--- src/rtl/pulse_blinker.sv ---
// Queued LED blinker: each trig request yields one ON_TIME-long blink followed by
// an OFF_TIME gap; requests arriving during a blink are counted up to MAX_PENDING.
module pulse_blinker #(
    parameter int ON_TIME     = 10_000_000,
    parameter int OFF_TIME    = 10_000_000,
    parameter int MAX_PENDING = 7
) (
    input  logic                             clk,
    input  logic                             rst,
    input  logic                             trig,
    input  logic                             clr_ovf,
    output logic                             led,
    output logic                             busy,
    output logic [$clog2(MAX_PENDING+1)-1:0] pending,
    output logic                             overflow
);

    localparam int TMAX = (ON_TIME > OFF_TIME) ? ON_TIME : OFF_TIME;
    localparam int TW   = $clog2(TMAX + 1);
    localparam int PW   = $clog2(MAX_PENDING + 1);

    localparam logic [TW-1:0] ON_LAST  = TW'(ON_TIME - 1);
    localparam logic [TW-1:0] OFF_LAST = TW'(OFF_TIME - 1);
    localparam logic [PW-1:0] PEND_MAX = PW'(MAX_PENDING);

    typedef enum logic [1:0] {IDLE, ON, OFF} state_t;

    state_t        state  = IDLE;
    logic [TW-1:0] timer  = '0;
    logic          led_q  = 1'b0;
    logic          busy_q = 1'b0;
    logic [PW-1:0] pend_q = '0;
    logic          ovf_q  = 1'b0;

    logic work;
    logic can_start;
    logic start;
    logic drop;

    // A blink may only begin from IDLE or on the final cycle of the OFF gap.
    assign work      = trig || (pend_q != '0);
    assign can_start = (state == IDLE) || ((state == OFF) && (timer == OFF_LAST));
    assign start     = can_start && work;
    assign drop      = trig && !start && (pend_q == PEND_MAX);

    always_ff @(posedge clk) begin
        if (rst) begin
            state  <= IDLE;
            timer  <= '0;
            led_q  <= 1'b0;
            busy_q <= 1'b0;
            pend_q <= '0;
            ovf_q  <= 1'b0;
        end else begin
            case (state)
                IDLE: begin
                    if (start) begin
                        state  <= ON;
                        timer  <= '0;
                        led_q  <= 1'b1;
                        busy_q <= 1'b1;
                    end
                end
                ON: begin
                    if (timer == ON_LAST) begin
                        state <= OFF;
                        timer <= '0;
                        led_q <= 1'b0;
                    end else begin
                        timer <= timer + 1'b1;
                    end
                end
                OFF: begin
                    if (timer == OFF_LAST) begin
                        timer <= '0;
                        if (start) begin
                            state <= ON;
                            led_q <= 1'b1;
                        end else begin
                            state  <= IDLE;
                            busy_q <= 1'b0;
                        end
                    end else begin
                        timer <= timer + 1'b1;
                    end
                end
                default: begin
                    state  <= IDLE;
                    timer  <= '0;
                    led_q  <= 1'b0;
                    busy_q <= 1'b0;
                end
            endcase

            // A trig coinciding with a start is used directly and never touches the queue.
            if (start && !trig) begin
                pend_q <= pend_q - 1'b1;
            end else if (!start && trig && (pend_q != PEND_MAX)) begin
                pend_q <= pend_q + 1'b1;
            end

            if (drop) begin
                ovf_q <= 1'b1;
            end else if (clr_ovf) begin
                ovf_q <= 1'b0;
            end
        end
    end

    assign led      = led_q;
    assign busy     = busy_q;
    assign pending  = pend_q;
    assign overflow = ovf_q;

endmodule

--- config.mk ---
export PLATFORM = sky130hd
export DESIGN_NAME = pulse_blinker
export DESIGN_NICKNAME = d
export VERILOG_FILES = /design/src/rtl/pulse_blinker.sv
export SDC_FILE = /design/constraint.sdc
export NUM_CORES = 1
export LEC_CHECK = 0
export ABC_AREA = 1
export BUFFER_PORTS_ARGS = -buffer_cell sky130_fd_sc_hd__buf_4
export CAP_MARGIN = 20
export CORE_MARGIN = 1.5
export CORE_UTILIZATION = 60
export DETAILED_ROUTE_END_ITERATION = 12
export PLACE_DENSITY = 0.77
export SYNTH_ARGS = -nofsm -noshare
export SYNTH_HDL_FRONTEND = slang
export SYNTH_SLANG_ARGS = --single-unit
export TNS_END_PERCENT = 30
--- constraint.sdc ---
create_clock -name clk -period 5.8 [get_ports clk]
set_input_delay 0.87 -clock clk [delete_from_list [all_inputs] [get_ports clk]]
set_output_delay 0.87 -clock clk [all_outputs]
set_load 0.005 [all_outputs]
## Word level (Yosys, flattened, before mapping)

Cells that the tools add are included.

- Input bits: 4
- Bits in registers: 32
- ROM bits: 0
- Output and inout port bits: 6
- Memory bits (writable): 0
- Logic and storage cells: 57
- Memories kept: 0
- Bits in latches: 0

- Reductions and logical operators: 18
- Mux-type cells: 20
- Multiply operators: 0
- Bitwise operators: 1
- Add/sub/neg operators: 3
- Shift operators: 0
- $lt $le $gt $ge: 0
- Eq/ne operators: 9
- Divide/modulo/power cells: 0

Operator list:

| cell | number |
|---|---|
| $mux W24 | 2 |
| $pmux W24 S2 | 1 |
| $add A24 B1 Y24 const B | 1 |
| $eq A24 B24 Y1 const B | 1 |
| $mux W1 | 9 |
| $logic_and A1 B1 Y1 | 6 |
| $mux W2 | 3 |
| $mux W3 | 2 |
| $ne A2 B2 Y1 const B | 3 |
| $pmux W1 S3 | 2 |
| $pmux W2 S3 | 1 |
| $reduce_and A4 Y1 | 1 |
| $reduce_bool A2 Y1 | 2 |
| $add A3 B1 Y3 const B | 1 |
| $eq A3 B3 Y1 const B | 1 |
| $ne A3 B3 Y1 const B | 1 |
| $reduce_and A3 Y1 | 1 |
| $reduce_bool A3 Y1 | 1 |
| $sub A3 B1 Y3 const B | 1 |
| $eq A2 B1 Y1 const B | 1 |
| $eq A2 B2 Y1 const B | 1 |
| $logic_not A1 Y1 | 2 |
| $logic_not A2 Y1 | 1 |
| $logic_or A1 B1 Y1 | 2 |
| other kinds (4) | 4 |

## Logic depth before layout (Yosys ltp)

Gate-level depths: netlist (run 1).

- Word-level depth: 9
- Depth in mapped cells: 13
- Mapped depth without buffers: 13

## Worst setup path before layout (run 1)

Ideal clock, no wire load.

- Path type: input port to flip-flop
- Start: input trig
- End: register pend_q[2] (netlist: pending[2])
- Buffers on the path: 0
- Setup slack: 3.639 ns
- Data required time: 5.685 ns
- Setup time: 0.115 ns
- Arrival: 2.046 ns
- Cell stages on the path: 9
- Cell sequence: nor2_1 -> nand2_2 -> o21a_1 -> nand3_1 -> fa_1 -> inv_1 -> nand4_1 -> a21oi_1 -> nor2_1

- Longest elaborated chain between the ends: 6
- Elaborated cells on any way between the ends: 9
- Those cells by class: mux: 1; reduce/logical: 8

Ends and longest elaborated chain:

| what | line | source |
|---|---|---|
| start: declaration | 10 | `input logic trig,` |
| $logic_or A1 B1 Y1 | 41 | `assign work = trig \|\| (pend_q != '0);` |
| $logic_and A1 B1 Y1 | 43 | `assign start = can_start && work;` |
| $logic_not A1 Y1 | 98 | `end else if (!start && trig && (pend_q != PEND_MAX)) begin` |
| $logic_and A1 B1 Y1 (2 in a row) | 98 |  |
| $reduce_bool A2 Y1 (no source line) | n/a |  |
| end signal: assignment | 97 | `pend_q <= pend_q - 1'b1;` |
| end signal: assignment | 99 | `pend_q <= pend_q + 1'b1;` |
| end: declaration | 32 | `logic [PW-1:0] pend_q = '0;` |

Parallel ways exist; a longest one is shown, timed or not.
A chain may end at the register's enable or synchronous reset.

## Final worst setup path (run 1)

- Start: register timer[0]
- End: register pend_q[2] (netlist: pending[2])

- Longest elaborated chain between the ends: 8
- Elaborated cells on any way between the ends: 10
- Those cells by class: eq/ne: 1; mux: 1; reduce/logical: 8

Ends and longest elaborated chain:

| what | line | source |
|---|---|---|
| start: declaration | 29 | `logic [TW-1:0] timer = '0;` |
| start signal: assignment | 70 | `timer <= timer + 1'b1;` |
| start signal: assignment | 84 | `timer <= timer + 1'b1;` |
| $eq A24 B24 Y1 * | 42 | `assign can_start = (state == IDLE) \|\| ((state == OFF) && (timer == OFF_LAST));` |
| $logic_and A1 B1 Y1 * | 42 |  |
| $logic_or A1 B1 Y1 * | 42 |  |
| $logic_and A1 B1 Y1 * | 43 |  |
| $logic_not A1 Y1 | 98 |  |
| $logic_and A1 B1 Y1 (2 in a row) | 98 |  |
| $reduce_bool A2 Y1 (no source line) | n/a |  |

Mark *: on every way between the ends. The rest lies on a longest branch, timed or not.

==> key figures, run 1 <==
Status
  • Status: finished clean

Placed design
  • Final RePlAce weighted congestion: approximately 0.84
  • Pre-CTS WS: 3.41 ns
  • Area after DPL: 1840 um^2
  • HPWL Detailed: approximately 2.6 mm
  • # port buffers: 9
  • Placed Cells: 291

Yosys
  • Mean post-synth cell area: 6.92 um^2
  • Xor/xnor share of the synthesized area: 1.00%
  • Ranking of synthesized cells by area: dfxtp_1 37%, nand2_1 9.0%, inv_1 8.1%
  • Dominant cell type by area after synthesis: dfxtp_1
  • Complex-gate fraction of the synthesized area: 14.2%
  • Post-Synth Simple-Gate Area: 32.7%
  • Yosys warning total: 0
  • Syn nets: approximately 260
  • Count of state elements after synthesis: 32
  • Top cell type's share of synthesized area: 36.6%
  • Multiplexer share of the synthesized area: 0%
  • Primary FF master, synth: dfxtp_1
  • Synth Area in Adders: 5.43%
  • Cell Area, Synth: 1750 um^2
  • Sequential-to-total area share from yosys stat: between 30% and 40%
  • Post-synthesis async set-or-reset flop share: 0%
  • Most frequent cell after synthesis: nand2_1
  • Synth unique cells: 26
  • Post-synth EDFFs: 0
  • Cells after Synth: 253
  • Largest family of logic cells by synthesized area: simple AND/OR/NAND/NOR gates
  • Most frequent cells after synthesis: 42 x nand2_1, 38 x inv_1, 38 x nor2_1, 32 x dfxtp_1, 22 x a21oi_1

Timing
  • Count of final setup violators: 0
  • Post-route setup slack: 3.63 ns
  • Unrepaired setup endpoints after global routing: false
  • Slew headroom: 71.4%
  • Final setup TNS: 0 ns
  • Fin crit share: a little under two fifths
  • Endpoints failing hold: 0
  • Max Fclk: around 0.46 GHz
  • Fin. max-slew vios: 0
  • Min Tclk post-route: 2.17 ns
  • Worst-Margin Slew: 0.428 ns
  • Clock Skew: 0.00555 ns
  • Final hold slack: 0.471 ns

Detailed routing
  • Initial DRT Pass Iterations: 4
  • # DRC: 0
  • WL/cell: around 11 um
  • Antenna viol nets, final: 0
  • Via density: 5.29
  • Final wirelength: 3.43 mm
  • Vias: about 1600
  • DR iter-0 viols: 68

Power
  • VDD IR-drop max: 0.456 mV
  • Pleak: 0.763 nW
  • Seq pwr share: approximately 37%
  • Clock power share: ~18%
  • Total power per unit cell area: between 300 and 400 nW/um^2
  • Switching share of total power: 41.8%
  • Logic pwr share: 45.4%
  • Sw power: 307 uW
  • Internal power: 429 uW
  • Post-route total power: 736 uW

Floorplanning
  • Initial Utilization: 63.5%
  • Die Wd: 57.0 um
  • IO Count: 10
  • Vert. Die Dim: 57.0 um
  • Die area: 3250 um^2
  • # rows: 19
  • Core area: 2760 um^2

Cells and area
  • Area growth syn-to-layout: 8.14%
  • Final cell count without fillers: 299
  • Final net count: 278
  • Fillcell total: 246
  • Sequential cell area: 641 um^2
  • Multi-input logic area: approximately 930 um^2
  • Post-route cell area: 1890 um^2
  • # diodes: 0
  • Final Core Density: between 60% and 70%
  • Fraction of layout cells with a size suffix above 1: 11.6%

Global route
  • Largest net degree at the start of global routing: 18
  • GR Overflow Total: 0
  • GRT Total Usage: around a quarter
  • Vias in the first global route: 1384
  • Initial antenna violation count: 0
  • First-pass GRT wire length: 5.99 mm

Worst setup path
  • Crit path max-delay cell type: dfxtp_1
  • Kind of start point of the critical path: register
  • Data arrival time at the worst-slack endpoint: 2.39 ns
  • CP Max Fanout: 4
  • Req. time, crit path: between 6 and 7 ns
  • Max incr delay on CP: 0.41 ns
  • Crit path buffers/inverters: 1
  • Critical Path, Cell by Cell: ha_1 -> nand3_1 -> nor2_1 -> nand3_2 -> nand2_2 -> nand3_1 -> fa_1 -> inv_1 -> nand4_1 -> a21oi_1 -> nor2_1
  • Worst Setup Path Type: reg -> reg
  • Worst path top cell family by delay: simple AND/OR/NAND/NOR gates
  • Worst Setup End Kind: register
  • Number of cells on the critical path: 11
  • R2R depth: 11

Hold path
  • Hold Path Class: reg -> reg
  • Hold path cells: 2

Clock network
  • Clock sink count: 32
  • Post-CTS Hold Fix Bufs: 0
  • Root Buffer: clkbuf_4
  • Setup Fix Bufs, Post-CTS: 0
  • Worst-Skew Late Latency: between 0.3 and 0.4 ns
  • Htree depth: 2
  • TritonCTS clock tree: done
  • Total CTS buffers: 5
  • Clk slew on worst S/H paths: 0.10 ns
  • Cts repair resizes: 0
  • Max Buffers Root-to-Sink: 2

Job
  • MaxCap Viol Count: 0
[flip-flops by register name, summed over array words and instances (netlist names)]
| signal | count |
|---|---|
| overflow | 1 |
| led | 1 |
| pending | 3 |
| busy | 1 |
| timer | 24 |
| state | 2 |
[power by group through the flow]
stage | Combinational, mW | Clock, mW | Sequential (mW)
after detailed placement | 0.333 | 0 | 0.276
final | 0.334 | 0.132 | 0.270
after CTS | 0.335 | 0.135 | 0.270
after global routing | 0.384 | 0.146 | 0.274
after floorplan | 0.269 | 0 | 0.273
after global placement | 0.330 | 0 | 0.275
[cells by family after synthesis]
logic type | count (synthesis)
adder cells (fa/ha/maj) | 7
buffers and inverters | 43
AND/OR/NAND/NOR | 125
AO/OA/AOI/OAI | 44
XOR/XNOR | 2
flip-flops | 32
[worst paths after layout]
| check | startpoint | endpoint | slack, ns |
|---|---|---|---|
| worst min-delay path | timer[20]$_SDFFE_PP0N_ | timer[20]$_SDFFE_PP0N_ | 0.47 |
| worst min register to register | timer[20]$_SDFFE_PP0N_ | timer[20]$_SDFFE_PP0N_ | 0.47 |
| worst max-delay path | timer[0]$_SDFFE_PP0N_ | pending[2]$_SDFFE_PP0P_ | 3.63 |
| worst max register to register | timer[0]$_SDFFE_PP0N_ | pending[2]$_SDFFE_PP0P_ | 3.63 |
[metal layers]
layer | up-vias | wire length (um) | global-route usage (%)
met5 | - | 0 | 0
met2 | 35 | 1340 | 32.7
met4 | 0 | 41 | 9.30
met1 | 691 | 1860 | 35.4
met3 | 5 | 193 | 4.76
li1 | 851 | - | -
[worst register-to-register path, stage by stage, from the launching register on]
cell,delay (ns)
dfxtp_1,0.41
ha_1,0.21
nand3_1,0.13
nor2_1,0.15
nand3_2,0.12
nand2_2,0.12
nand3_1,0.15
fa_1,0.41
inv_1,0.06
nand4_1,0.11
a21oi_1,0.14
nor2_1,0.06
[cell type report]
cell class / instances / area share, %
Timing Repair Buffer: 9 / 3.57
Tap cell: 31 / 2.05
Clock buffer: 8 / 3.10
Multi-Input combinational cell: 178 / 49.3
Sequential cell: 32 / 33.8
Inverter: 41 / 8.12
[layout by cell type (no fill, tap or decap), types with 6 or more instances in the layout]
cell type,count
a21oi_1,22
o21ai_0,15
ha_1,6
nand3_1,19
dfxtp_1,32
buf_4,9
inv_1,38
nor2_1,38
nor3_1,7
nand2_1,42
Note: power is estimated with default switching activity, not from simulation.
==> inputs of run 2 (changes only) <==
--- a/config.mk
+++ b/config.mk
@@ -9,9 +9,9 @@
 export BUFFER_PORTS_ARGS = -buffer_cell sky130_fd_sc_hd__buf_4
 export CAP_MARGIN = 20
 export CORE_MARGIN = 1.5
-export CORE_UTILIZATION = 60
+export CORE_UTILIZATION = 54
 export DETAILED_ROUTE_END_ITERATION = 12
-export PLACE_DENSITY = 0.77
+export PLACE_DENSITY = 0.73
 export SYNTH_ARGS = -nofsm -noshare
 export SYNTH_HDL_FRONTEND = slang
 export SYNTH_SLANG_ARGS = --single-unit
==> constraint.sdc (replaced) <==
create_clock -name clk -period 1.9 [get_ports clk]
set_input_delay 0.285 -clock clk [delete_from_list [all_inputs] [get_ports clk]]
set_output_delay 0.285 -clock clk [all_outputs]
set_load 0.005 [all_outputs]
==> run 2 against run 1 <==
  * Fmax rose by 22%
  * Total power rose to 3.4 times the previous value
  * First-iteration DRC count increased by 76%
  * Hold slack worse by 0.30 ns
  * Die area increased by 11%
  * Combinational power rose to 3.9 times the previous value
  * Cell area is 12% higher
  * Highest routed layer unchanged
==> key figures, run 2 (synthesized netlist as in run 1, its figures left out) <==
Power
  • Sw power: between 1 and 1.5 mW
  • Internal power: between 1 and 1.5 mW
  • Logic pwr share: 51.7%
  • Clock power share: ~16%
  • Post-route total power: 2.54 mW
  • Total power per unit cell area: 1200 nW/um^2
  • Pleak: 0.852 nW
  • Seq pwr share: roughly a third
  • Switching share of total power: 41.0%
  • VDD IR-drop max: 0.744 mV

Clock network
  • Root Buffer: clkbuf_4
  • Clk slew on worst S/H paths: 0.10 ns
  • Total CTS buffers: 5
  • Clock sink count: 32
  • Htree depth: 2
  • TritonCTS clock tree: done
  • Worst-Skew Late Latency: ~0.32 ns
  • Max Buffers Root-to-Sink: 2

Timing
  • Unrepaired setup endpoints after global routing: true
  • Endpoints failing hold: 0
  • Worst-Margin Slew: 0.390 ns
  • Count of final setup violators: 0
  • Slew headroom: 73.8%
  • Final setup TNS: 0 ns
  • Clock Skew: 0.00648 ns
  • Fin. max-slew vios: 0
  • Max Fclk: ~0.56 GHz
  • Fin crit share: 94.0%
  • Min Tclk post-route: 1.79 ns

Detailed routing
  • Initial DRT Pass Iterations: 4
  • # DRC: 0
  • Antenna viol nets, final: 0
  • Via density: 5.12
  • WL/cell: 11.6 um
  • DR iter-0 viols: 120
  • Final wirelength: between 3 and 4 mm
  • Vias: 1683

Placed design
  • HPWL Detailed: 2.83 mm
  • Area after DPL: between 1500 and 2000 um^2
  • Final RePlAce weighted congestion: 0.846
  • # port buffers: 9

Floorplanning
  • IO Count: 10
  • Core area: 3080 um^2
  • # rows: 20
  • Initial Utilization: around 57%
  • Die area: around 3600 um^2
  • Die Wd: around 60 um
  • Vert. Die Dim: between 50 and 60 um

Worst setup path
  • Kind of start point of the critical path: register
  • Req. time, crit path: 2.12 ns
  • Worst Setup Path Type: reg -> reg
  • CP Max Fanout: 2
  • R2r setup slk: 0.11 ns
  • Worst Setup End Kind: register
  • Data arrival time at the worst-slack endpoint: 2.01 ns

Cells and area
  • Final Core Density: 68.9%
  • Sequential cell area: 653 um^2
  • # diodes: 0
  • Most common cell after layout, fill and taps aside: nand2_1
  • Fraction of layout cells with a size suffix above 1: 26.0%
  • Max FFs per register: 24
  • Post-route cell area: 2120 um^2
  • Most frequent cells in the layout: 42 x nand2_1, 34 x inv_1, 33 x nor2_1
  • Final net count: ~300
  • Area growth syn-to-layout: 21.1%
  • Reg with most FFs: timer
  • Fillcell total: about 270
  • Multi-input logic area: 992 um^2

Global route
  • First-pass GRT wire length: 6.10 mm
  • GRT Total Usage: 22.3%
  • Initial antenna violation count: 0
  • GR Overflow Total: 0
  • Largest net degree at the start of global routing: 12
  • Vias in the first global route: 1401

Job
  • MaxCap Viol Count: 0

Hold path
  • Hold Path Class: in -> reg

Status
  • Status: finished clean
[run 2: final timing paths]
kind | from | end | cells past startpoint
max | timer[17]$_SDFFE_PP0N_ | pending[2]$_SDFFE_PP0P_ | 11
min | rst | overflow$_SDFFE_PP0P_ | 2
max reg2reg | timer[17]$_SDFFE_PP0N_ | pending[2]$_SDFFE_PP0P_ | 11
min reg2reg | timer[20]$_SDFFE_PP0N_ | timer[20]$_SDFFE_PP0N_ | 2
[run 2: layer usage]
layer | wire length [um] | vias up | global-route usage [%]
met2 | 1710 | 41 | 32.1
met5 | 0 | - | 0
met4 | 47 | 0 | 7.30
li1 | - | 886 | -
met3 | 151 | 7 | 4.55
met1 | 1890 | 749 | 32.9
[run 2: cell type report]
| class | instances | area share (%) |
|---|---|---|
| clock buffers | 8 | 2.77 |
| flip-flops and latches | 32 | 30.8 |
| well taps | 44 | 2.60 |
| multi-input cells | 178 | 46.8 |
| repair buffers | 26 | 9.79 |
| inverters | 41 | 7.26 |
[run 2: what timing repair did]
| action | in CTS | in global routing |
|---|---|---|
| gates resized for setup | 2 | 25 |
| setup buffers | 0 | 1 |
| pin swaps | 2 | 8 |
| hold buffers | 0 | 0 |
| setup endpoints to repair | 1 | 16 |
[run 2: power groups by stage]
stage          Clock, mW  Sequential, mW  Combinational [mW]
4_1_cts            0.416           0.816                1.20
2_1_floorplan          0           0.837               0.832
6_report           0.404           0.822                1.31
3_3_place_gp           0           0.827                1.18
3_5_place_dp           0           0.832                1.20
5_1_grt            0.444           0.833                1.46
[run 2: worst max-delay path, stage by stage (launching register included)]
cell     delay (ns)
dfxtp_2        0.33
nor2_2         0.14
nand2_1        0.09
nor2_2         0.13
nand3_2        0.10
nand2_2        0.08
nand3_2        0.08
fa_2           0.37
inv_2          0.05
nand4_1        0.10
a21oi_1        0.14
nor2_1         0.05
[run 2: per-stage QoR]
stage,setup WS (ns),std cells,hold slack (ns)
after floorplan,0.00972,253,0.354
after global placement,0.0522,320,0.447
after detailed placement,0.0184,320,0.452
after CTS,0.0184,328,0.161
after global routing,-0.0507,329,0.159
final,0.114,329,0.174
==> inputs of run 3 (changes only) <==
--- a/config.mk
+++ b/config.mk
@@ -6,12 +6,12 @@
 export NUM_CORES = 1
 export LEC_CHECK = 0
 export ABC_AREA = 1
-export BUFFER_PORTS_ARGS = -buffer_cell sky130_fd_sc_hd__buf_4
 export CAP_MARGIN = 20
 export CORE_MARGIN = 1.5
-export CORE_UTILIZATION = 54
+export CORE_UTILIZATION = 56
 export DETAILED_ROUTE_END_ITERATION = 12
-export PLACE_DENSITY = 0.73
+export DONT_BUFFER_PORTS = 1
+export PLACE_DENSITY = 0.72
 export SYNTH_ARGS = -nofsm -noshare
 export SYNTH_HDL_FRONTEND = slang
 export SYNTH_SLANG_ARGS = --single-unit
==> run 3 against run 2 <==
  * Flip-flop and latch count unchanged
  * Total power down 1.8%
  * Largest cell class unchanged
  * Final cell count down 5.5%
  * Clock skew up 0.0047 ns
  * First-iteration DRC count down 26%
  * Highest routed layer unchanged
  * Largest power group unchanged
  * Fmax up 0.72%
  * Wire length down 1.4%
  * Critical path depth unchanged
  * Core utilization down 1.2 points
  * Non-clock buffer count down 7
  * Clock power up 2%
  * Combinational power down 5%
==> key figures, run 3 (synthesized netlist as in run 1, its figures left out) <==
Clock network
  • Clock sink count: 32
  • Max Buffers Root-to-Sink: 2
  • Worst-Skew Late Latency: 0.34 ns
  • Total CTS buffers: 5
  • TritonCTS clock tree: done
  • Clk slew on worst S/H paths: 0.10 ns
  • Htree depth: 2
  • Root Buffer: clkbuf_4

Global route
  • Vias in the first global route: between 1000 and 1500
  • First-pass GRT wire length: ~6.3 mm
  • Largest net degree at the start of global routing: 15
  • GR Overflow Total: 0
  • GRT Total Usage: 24.2%
  • Initial antenna violation count: 0

Worst setup path
  • R2R depth: 11
  • Worst Setup Path Type: reg -> reg
  • Reg2reg end: pending[2]$_SDFFE_PP0P_
  • Data arrival time at the worst-slack endpoint: 2.01 ns
  • Crit path max-delay cell type: dfxtp_2
  • Worst Setup End Kind: register
  • FF-to-FF Start: timer[0]$_SDFFE_PP0N_
  • Critical Path, Cell by Cell: ha_4 -> nand3_2 -> nor2_2 -> nand3_2 -> nand2_2 -> nand3_2 -> fa_2 -> inv_1 -> nand4_1 -> a21oi_2 -> nor2_1
  • Max incr delay on CP: 0.37 ns
  • CP Max Fanout: 3
  • Worst path top cell family by delay: simple AND/OR/NAND/NOR gates
  • Req. time, crit path: 2.14 ns
  • Kind of start point of the critical path: register
  • Crit path buffers/inverters: 1
  • CP dominant cell by count: nand3_2
  • Critical Path End: pending[2]$_SDFFE_PP0P_
  • CP Launch Point: timer[0]$_SDFFE_PP0N_
  • Number of cells on the critical path: 11
  • R2r setup slk: 0.13 ns

Cells and area
  • Max FFs per register: 24
  • Most frequent cells in the layout: 42 x nand2_1, 36 x nor2_1, 35 x inv_1
  • Fraction of layout cells with a size suffix above 1: 20.9%
  • Final net count: 288
  • Most common cell after layout, fill and taps aside: nand2_1
  • Reg with most FFs: timer
  • # diodes: 0
  • Area growth syn-to-layout: 16.0%

Floorplanning
  • # rows: 20
  • Initial Utilization: around three fifths
  • Core area: ~3000 um^2
  • Vert. Die Dim: 58.9 um
  • IO Count: 10
  • Die area: between 3000 and 4000 um^2
  • Die Wd: around 60 um

Detailed routing
  • DR iter-0 viols: 89
  • Initial DRT Pass Iterations: 4
  • Final wirelength: 3.75 mm
  • Via density: 5.25
  • Vias: 1632
  • # DRC: 0
  • Antenna viol nets, final: 0
  • WL/cell: 12.1 um

Timing
  • Unrepaired setup endpoints after global routing: false
  • Slew headroom: 79.3%
  • Max Fclk: 0.564 GHz
  • Final setup TNS: 0 ns
  • Min Tclk post-route: 1.77 ns
  • Fin. max-slew vios: 0
  • Worst-Margin Slew: 0.309 ns
  • Post-route setup slack: between 0.1 and 0.15 ns
  • Endpoints failing hold: 0
  • Fin crit share: 93.3%
  • Clock Skew: ~0.011 ns
  • Count of final setup violators: 0

Hold path
  • Hold Path Class: in -> reg
  • Worst Min Path Start: rst

Power
  • Pleak: 0.816 nW
  • Total power per unit cell area: 1230 nW/um^2
  • VDD IR-drop max: just over 0.6 mV

Placed design
  • HPWL Detailed: 2.76 mm
  • # port buffers: 0
  • Pre-CTS WS: ~0.011 ns
  • Final RePlAce weighted congestion: 0.852

Job
  • MaxCap Viol Count: 0

Status
  • Status: finished clean
## run 3: cell count changes in the layout (fill, tap and decap cells not counted), sizes merged
| cell | delta |
|---|---|
| dlygate4sd3 | +1 |
| buf | -8 |
## run 3: stage by stage
step | power, mW | std cells | area [um^2] | utilization [%] | hold slack, ns
2_1_floorplan | 1.67 | 253 | 1760 | - | 0.354
3_3_place_gp | 1.98 | 300 | 1900 | 63.2 | 0.358
3_5_place_dp | 1.98 | 300 | 1900 | 63.2 | 0.358
4_1_cts | 2.40 | 309 | 1970 | 65.7 | 0.0737
5_1_grt | 2.71 | 311 | 2030 | 67.7 | 0.0700
6_report | 2.49 | 311 | 2030 | 67.7 | 0.0828
## run 3: layer usage
layer / routed length [um] / part of all wire, % / GRT usage (%)
met1: 1680 / 45 / 28.0
met2: 1860 / 50 / 41.0
met3: 144 / 3.8 / 7.69
met4: 60 / 1.6 / 10.1
met5: 0 / 0 / 0
## run 3: repair_timing
action | in CTS | in global routing
gates resized for setup | 2 | 14
buffers inserted | 0 | 2
pin swaps | 2 | 6
setup endpoints to repair | 1 | 24
hold buffers | 1 | 0
hold endpoints to repair | 2 | 0
## run 3: worst min path at each step
stage,to,cells after the start
global route,state[0]$_SDFFE_PP0P_,2
floorplan,overflow$_SDFFE_PP0P_,1
detailed placement,timer[1]$_SDFFE_PP0N_,1
global placement,overflow$_SDFFE_PP0P_,1
CTS,state[0]$_SDFFE_PP0P_,2
finish,state[0]$_SDFFE_PP0P_,2
## run 3: cell type report
class | count | area [um^2]
Clock buffer | 8 | 58.8
Inverter | 41 | 154
Multi-Input combinational cell | 178 | 971
Sequential cell | 32 | 649
Timing Repair Buffer | 19 | 158
Fill cell | 275 | 971
Tap cell | 33 | 41.3
## run 3: report_power, final
part           internal (mW)  switching, mW  leakage (nW)
clock                  0.182          0.229        0.0326
sequential             0.761         0.0699         0.263
combinational          0.533          0.720         0.520
total                   1.48           1.02         0.816
